**src/rtl/o_buf_pkg.sv**
```systemverilog
// rtl/o_buf_pkg.sv - state encoding and mode constants for the output-buffer controller
package o_buf_pkg;

  typedef enum logic [2:0] {
    IDLE  = 3'd0,
    OS_WR = 3'd1,
    ACC   = 3'd2,
    DRAIN = 3'd3,
    READ  = 3'd4,
    DONE  = 3'd5
  } state_t;

  localparam logic MODE_OS = 1'b1;
  localparam logic MODE_WS = 1'b0;

endpackage

```
**src/rtl/o_buf_rd_seq.sv**
```systemverilog
// rtl/o_buf_rd_seq.sv - column-major readout walker with registered valid/last and backpressure
module o_buf_rd_seq #(
  parameter int ADDR_WIDTH = 8,
  parameter int ARRAY_M    = 8
) (
  input  logic                         clk,
  input  logic                         reset,
  input  logic                         start,
  input  logic [ADDR_WIDTH-1:0]        base_addr,
  input  logic [ADDR_WIDTH-1:0]        num_rows,
  input  logic [$clog2(ARRAY_M):0]     num_cols,
  input  logic                         out_ready,
  output logic [$clog2(ARRAY_M)-1:0]   ram_idx,
  output logic [ADDR_WIDTH-1:0]        read_addr,
  output logic                         out_valid,
  output logic                         out_last
);

  logic [ADDR_WIDTH-1:0] row;
  logic                  issued;
  logic                  word_last;

  assign word_last = (row == num_rows - 1'b1) && ({1'b0, ram_idx} == num_cols - 1'b1);

  // read_addr/ram_idx always name the word in flight, so a stalled beat keeps the RAM output stable
  always_ff @(posedge clk or posedge reset) begin
    if (reset) begin
      row       <= '0;
      ram_idx   <= '0;
      read_addr <= '0;
      issued    <= 1'b0;
      out_valid <= 1'b0;
      out_last  <= 1'b0;
    end else if (start) begin
      row       <= '0;
      ram_idx   <= '0;
      read_addr <= base_addr;
      issued    <= 1'b1;
      out_valid <= 1'b0;
      out_last  <= 1'b0;
    end else if (issued) begin
      issued    <= 1'b0;
      out_valid <= 1'b1;
      out_last  <= word_last;
    end else if (out_valid && out_ready) begin
      out_valid <= 1'b0;
      out_last  <= 1'b0;
      if (!word_last) begin
        issued <= 1'b1;
        if (row == num_rows - 1'b1) begin
          row       <= '0;
          ram_idx   <= ram_idx + 1'b1;
          read_addr <= base_addr;
        end else begin
          row       <= row + 1'b1;
          read_addr <= read_addr + 1'b1;
        end
      end
    end
  end

endmodule

```
**src/rtl/o_buffer_ctrl.sv**
```systemverilog
// rtl/o_buffer_ctrl.sv - tile sequencer for accumulator bank, column RAM writes and readout
module o_buffer_ctrl
  import o_buf_pkg::*;
#(
  parameter int RAM_SIZE   = 256,
  parameter int ADDR_WIDTH = $clog2(RAM_SIZE),
  parameter int ARRAY_M    = 8,
  parameter int DEPTH      = 8,
  parameter int K_WIDTH    = 8
) (
  input  logic                         clk,
  input  logic                         reset,
  input  logic                         cmd_valid,
  output logic                         cmd_ready,
  input  logic                         cmd_mode,
  input  logic [$clog2(ARRAY_M):0]     cmd_num_cols,
  input  logic [ADDR_WIDTH-1:0]        cmd_num_rows,
  input  logic [K_WIDTH-1:0]           cmd_k_len,
  input  logic [ADDR_WIDTH-1:0]        cmd_base_addr,
  input  logic                         in_valid,
  output logic                         idx_gen_on,
  output logic                         ag_o_on,
  output logic                         drain,
  output logic                         mode,
  output logic [$clog2(ARRAY_M):0]     num_cols,
  output logic [ADDR_WIDTH-1:0]        base_addr,
  output logic [$clog2(ARRAY_M)-1:0]   ram_idx,
  output logic [ADDR_WIDTH-1:0]        read_addr,
  output logic                         out_valid,
  input  logic                         out_ready,
  output logic                         out_last,
  output logic                         done
);

  localparam int COL_W = $clog2(ARRAY_M) + 1;

  state_t                state, state_n;
  logic [ADDR_WIDTH-1:0] rows, row_cnt;
  logic [K_WIDTH-1:0]    k_len, pass_cnt;
  logic                  row_last, cmd_empty, rd_start;

  assign row_last  = (row_cnt == rows - 1'b1);
  assign cmd_empty = (cmd_num_cols == '0) || (cmd_num_rows == '0) ||
                     ((cmd_mode == MODE_WS) && (cmd_k_len == '0));
  assign cmd_ready = (state == IDLE);
  assign drain     = (state == DRAIN);
  assign done      = (state == DONE);

  always_comb begin
    state_n    = state;
    ag_o_on    = 1'b0;
    idx_gen_on = 1'b0;
    rd_start   = 1'b0;
    case (state)
      IDLE: if (cmd_valid) state_n = cmd_empty ? DONE : ((cmd_mode == MODE_OS) ? OS_WR : ACC);
      OS_WR: begin
        ag_o_on = in_valid;
        if (in_valid && row_last) begin
          state_n  = READ;
          rd_start = 1'b1;
        end
      end
      ACC: begin
        idx_gen_on = in_valid;
        if (in_valid && row_last && (pass_cnt == k_len - 1'b1)) state_n = DRAIN;
      end
      DRAIN: begin
        ag_o_on = 1'b1;
        if (row_last) begin
          state_n  = READ;
          rd_start = 1'b1;
        end
      end
      READ: if (out_valid && out_ready && out_last) state_n = DONE;
      DONE: state_n = IDLE;
      default: state_n = IDLE;
    endcase
  end

  always_ff @(posedge clk or posedge reset) begin
    if (reset) begin
      state     <= IDLE;
      row_cnt   <= '0;
      pass_cnt  <= '0;
      rows      <= '0;
      k_len     <= '0;
      mode      <= 1'b0;
      num_cols  <= '0;
      base_addr <= '0;
    end else begin
      state <= state_n;
      case (state)
        IDLE: if (cmd_valid) begin
          mode      <= cmd_mode;
          num_cols  <= (cmd_num_cols > COL_W'(ARRAY_M)) ? COL_W'(ARRAY_M) : cmd_num_cols;
          base_addr <= cmd_base_addr;
          k_len     <= cmd_k_len;
          // the accumulator bank only holds DEPTH rows, so WS tiles are cut to that height
          rows      <= ((cmd_mode == MODE_WS) && (cmd_num_rows > ADDR_WIDTH'(DEPTH))) ?
                       ADDR_WIDTH'(DEPTH) : cmd_num_rows;
          row_cnt   <= '0;
          pass_cnt  <= '0;
        end
        OS_WR: if (in_valid) row_cnt <= row_last ? '0 : row_cnt + 1'b1;
        ACC: if (in_valid) begin
          if (row_last) begin
            row_cnt  <= '0;
            pass_cnt <= pass_cnt + 1'b1;
          end else begin
            row_cnt <= row_cnt + 1'b1;
          end
        end
        DRAIN: row_cnt <= row_last ? '0 : row_cnt + 1'b1;
        default: ;
      endcase
    end
  end

  o_buf_rd_seq #(
    .ADDR_WIDTH (ADDR_WIDTH),
    .ARRAY_M    (ARRAY_M)
  ) u_rd_seq (
    .clk       (clk),
    .reset     (reset),
    .start     (rd_start),
    .base_addr (base_addr),
    .num_rows  (rows),
    .num_cols  (num_cols),
    .out_ready (out_ready),
    .ram_idx   (ram_idx),
    .read_addr (read_addr),
    .out_valid (out_valid),
    .out_last  (out_last)
  );

endmodule

```
**config.mk**
```make
export PLATFORM = sky130hd
export DESIGN_NAME = o_buffer_ctrl
export DESIGN_NICKNAME = d
export VERILOG_FILES = /design/src/rtl/o_buf_pkg.sv /design/src/rtl/o_buf_rd_seq.sv /design/src/rtl/o_buffer_ctrl.sv
export SDC_FILE = /design/constraint.sdc
export NUM_CORES = 1
export LEC_CHECK = 0
export BUFFER_PORTS_ARGS = -buffer_cell sky130_fd_sc_hd__buf_2
export CAP_MARGIN = 5
export CORE_ASPECT_RATIO = 2
export CORE_MARGIN = 5
export CORE_UTILIZATION = 25
export DETAILED_ROUTE_END_ITERATION = 10
export PLACE_DENSITY_LB_ADDON = 0.25
export REMOVE_ABC_BUFFERS = 1
export SETUP_SLACK_MARGIN = 0.02
export SYNTH_ARGS = -nofsm -noshare
export SYNTH_HDL_FRONTEND = slang
export SYNTH_HIERARCHICAL = 1
export SYNTH_SLANG_ARGS = --single-unit
```
**constraint.sdc**
```tcl
create_clock -name clk -period 5.3 [get_ports clk]
set_clock_uncertainty 0.05 [all_clocks]
set_input_delay 0.795 -clock clk [delete_from_list [all_inputs] [get_ports clk]]
set_output_delay 0.795 -clock clk [all_outputs]
set_load 0.1 [all_outputs]
```
==> flow_summary.yaml <==
status:
  status: "completed"
hold_path:
  hold_class: "reg2reg"
  min_from: "mode"
  hold_path_end: "mode"
  min_path_cells: 2
final_layout:
  n_antenna_cell: 0
  fillers: 1905
  final_common_cell: "nand2_1"
  multi_input_area_um2: 2394
  final_cell_mix: "nand2_1 (99), dfrtp_1 (70), buf_2 (64)"
  drive_gt1_share_pct: 18.13
  area_growth_pct: 19.12
  finish.net_count: 607
  register_area_um2: 1752
setup_path:
  arrival_ps: 3900
  worst-r2r-setup-slack_ps: 1580
  setup.worst_path.class: "reg2reg"
  cp_max_fo: 14
  start_kind: "register"
  reg2reg_from: "rows[0]"
  reg2reg_to: "u_rd_seq/read_addr[0]"
  r2r_cells: 13
  end_kind: "register"
  worst_ep_required_time_ps: 5480
cts:
  clkSinkCount: 70
  clockRootBuffer: "clkbuf_16"
  clkTransAtPathRegs_ps: 60
  cts_setup_buffers: 0
  post_cts_resized: 0
  cts-htree-levels: 3
  cts_hold_buf: 0
  cts_tree: "done"
  clk_latency_ps: 340
  cts_inserted_buffers: 9
  clock_path_buffers: 2
pwr:
  swShare_pct: 50.36
  comb_power_share_pct: 49.9
  power_mw: 3.177
  ir_drop_v: 0.0004644
  pwr-share-seq_pct: 30.7
  leakagePower_nw: 2.314
  power.net_switching_mw: 1.600
  pwr-share-clk_pct: 19.4
  cell_internal_pwr_mw: 1.577
  power.density_nw_per_um2: 616.4
sta:
  rsz0062_at_grt: "no"
  post-route-period-util_pct: 70.18
  max_freq_ghz: 0.2688
  slew_headroom_pct: 30.91
  finalMaxSlewViolations: 0
  hold_slack_ps: 428.7
  report.final.hold_viol_count: 0
  setup_tns_ps: 0
  min_period_ps: 3720
  finalSetupViolCount: 0
  tightest_slew_ps: 1032
drt:
  dr.pass1.iters: 4
  postRouteAntennaNets: 0
  drt_wl_total_um: 12740
  routedWlPerCell_um: 16.38
  via_per_inst: 5.107
  drc: 0
  drt_iter0_drc: 178
  vias: 3973
synthesis:
  synth_cell_types: 65
  ys_seq_area_share_pct: 40.49
  synthArstFlopShare_pct: 100.0
  synth_ff_type: "dfrtp_1"
  ys_warn_count: 6
  synth-edff-count: 0
  synth_area_um2: 4327
  synthCells: 503
  avgSynthCellArea_um2: 8.602
  synth_seq_cells: 70
global_routing:
  grt_use_total_pct: 13.31
  grt_max_degree: 49
  first_global_vias: 4099
  antenna_found_initial: 0
  overflow: 0
  grt_pass1_wl_um: 20860
floorplanning:
  die_x_um: 103.0
  core_um2: 17190
  ios: 65
  dieHeight_um: 196.0
  die_area_um2: 20200
  rows: 68
  initial_core_util_pct: 25.17
place:
  place_hpwl_um: 9774
  portBuffers: 64
  gp_congestion: 0.7959
flow_run:
  maxCapViolations: 0
-- synthesized netlist by cell type, types with 2 or more instances --
cell type	instances	area share (%)
nand2_1	99	8.6
dfrtp_1	70	40
nand3_1	32	3.7
nor3_1	28	3.2
o21ai_0	26	3.0
inv_1	22	1.9
a21oi_1	21	2.4
xnor2_1	21	4.3
nor2_1	18	1.6
clkbuf_1	15	1.3
xor2_1	14	2.8
ha_1	9	2.6
nand2b_1	9	1.3
o211ai_1	8	1.4
mux2i_1	7	1.6
nor4_1	6	0.87
a221o_1	5	1.2
nand4_1	5	0.72
o22ai_1	5	0.72
o2bb2ai_1	5	1.0
or4_1	5	0.87
and2_1	4	0.58
or3_1	4	0.58
a211oi_1	3	0.52
and3_1	3	0.43
mux2_2	3	0.78
nor2b_1	3	0.43
o221a_1	3	0.78
a2111oi_0	2	0.40
a21o_1	2	0.35
a31oi_1	2	0.29
a32o_1	2	0.46
and3b_1	2	0.40
buf_6	2	0.52
inv_2	2	0.17
nand3b_1	2	0.35
nor3b_1	2	0.35
nor4_2	2	0.58
o221ai_1	2	0.40
o31ai_1	2	0.35
or2_2	2	0.29
-- worst max-delay path by stage --
stage,endpoint,from,depth (start not counted)
after CTS,u_rd_seq/read_addr[0],rows[0],13
final,u_rd_seq/read_addr[0],rows[0],13
after global placement,u_rd_seq/read_addr[0],rows[0],13
after detailed placement,u_rd_seq/read_addr[0],rows[0],13
after floorplan,pass_cnt[0],state[1],4
after global routing,u_rd_seq/read_addr[0],rows[0],13
-- metrics by stage --
stage	util, %	area, um^2	cells	setup slack (ps)
4_1_cts	29.99	5154	778	1600
3_3_place_gp	28.25	4856	763	1680
5_1_grt	29.99	5154	778	1294
2_1_floorplan	-	4235	484	842.5
3_5_place_dp	28.25	4856	763	1607
6_report	29.99	5154	778	1580
-- logic make-up after synthesis --
family | synth area share, %
fa+ha+maj | 2.603
xor+xnor | 7.085
buf+inv | 4.193
simple gates | 26.72
mux | 2.660
compound gates | 16.25
flops | 40.49
-- power by group through the flow --
stage	sequential (mW)	combinational, mW	clock, mW
after detailed placement	0.990	1.60	0
after CTS	0.982	1.60	0.637
after global routing	1.01	1.73	0.658
after global placement	0.984	1.58	0
final	0.976	1.59	0.616
after floorplan	1.33	0.892	0
-- registers in the layout, indices dropped and copies added (netlist names) --
signal and cells:
base_addr 8, k_len 8, mode 1, num_cols 4, pass_cnt 8, row_cnt 8
rows 8, state 3, u_rd_seq/issued 1, u_rd_seq/out_last 1, u_rd_seq/out_valid 1, u_rd_seq/ram_idx 3
u_rd_seq/read_addr 8, u_rd_seq/row 8
-- cell type report --
| class | count | share of cell area [%] |
|---|---|---|
| Clock inverter | 5 | 1.141 |
| Clock buffer | 10 | 4.637 |
| Sequential cell | 70 | 33.99 |
| Tap cell | 210 | 5.098 |
| Timing Repair Buffer | 69 | 6.943 |
| Multi-Input combinational cell | 390 | 46.44 |
| Inverter | 24 | 1.748 |
-- layer usage --
metal | track usage [%] | share of wire, % | vias to the layer above
met1 | 13.71 | 37 | 1938
met5 | 0 | 0 | -
met3 | 2.562 | 3.5 | 30
li1 | - | - | 1923
met2 | 24.23 | 55 | 82
met4 | 7.349 | 4.9 | 0
-- worst max-delay path, stage by stage (launching register included) --
cell	delay (ps)
dfrtp_1	510
inv_1	140
ha_1	250
nor4b_1	340
xnor2_1	190
nor4_2	70
o211ai_2	420
nor2_1	130
buf_4	210
nor3_1	230
nand3_1	150
o21ai_2	460
inv_2	170
o221a_1	270
No activity file was read; power rests on OpenSTA's default activity.
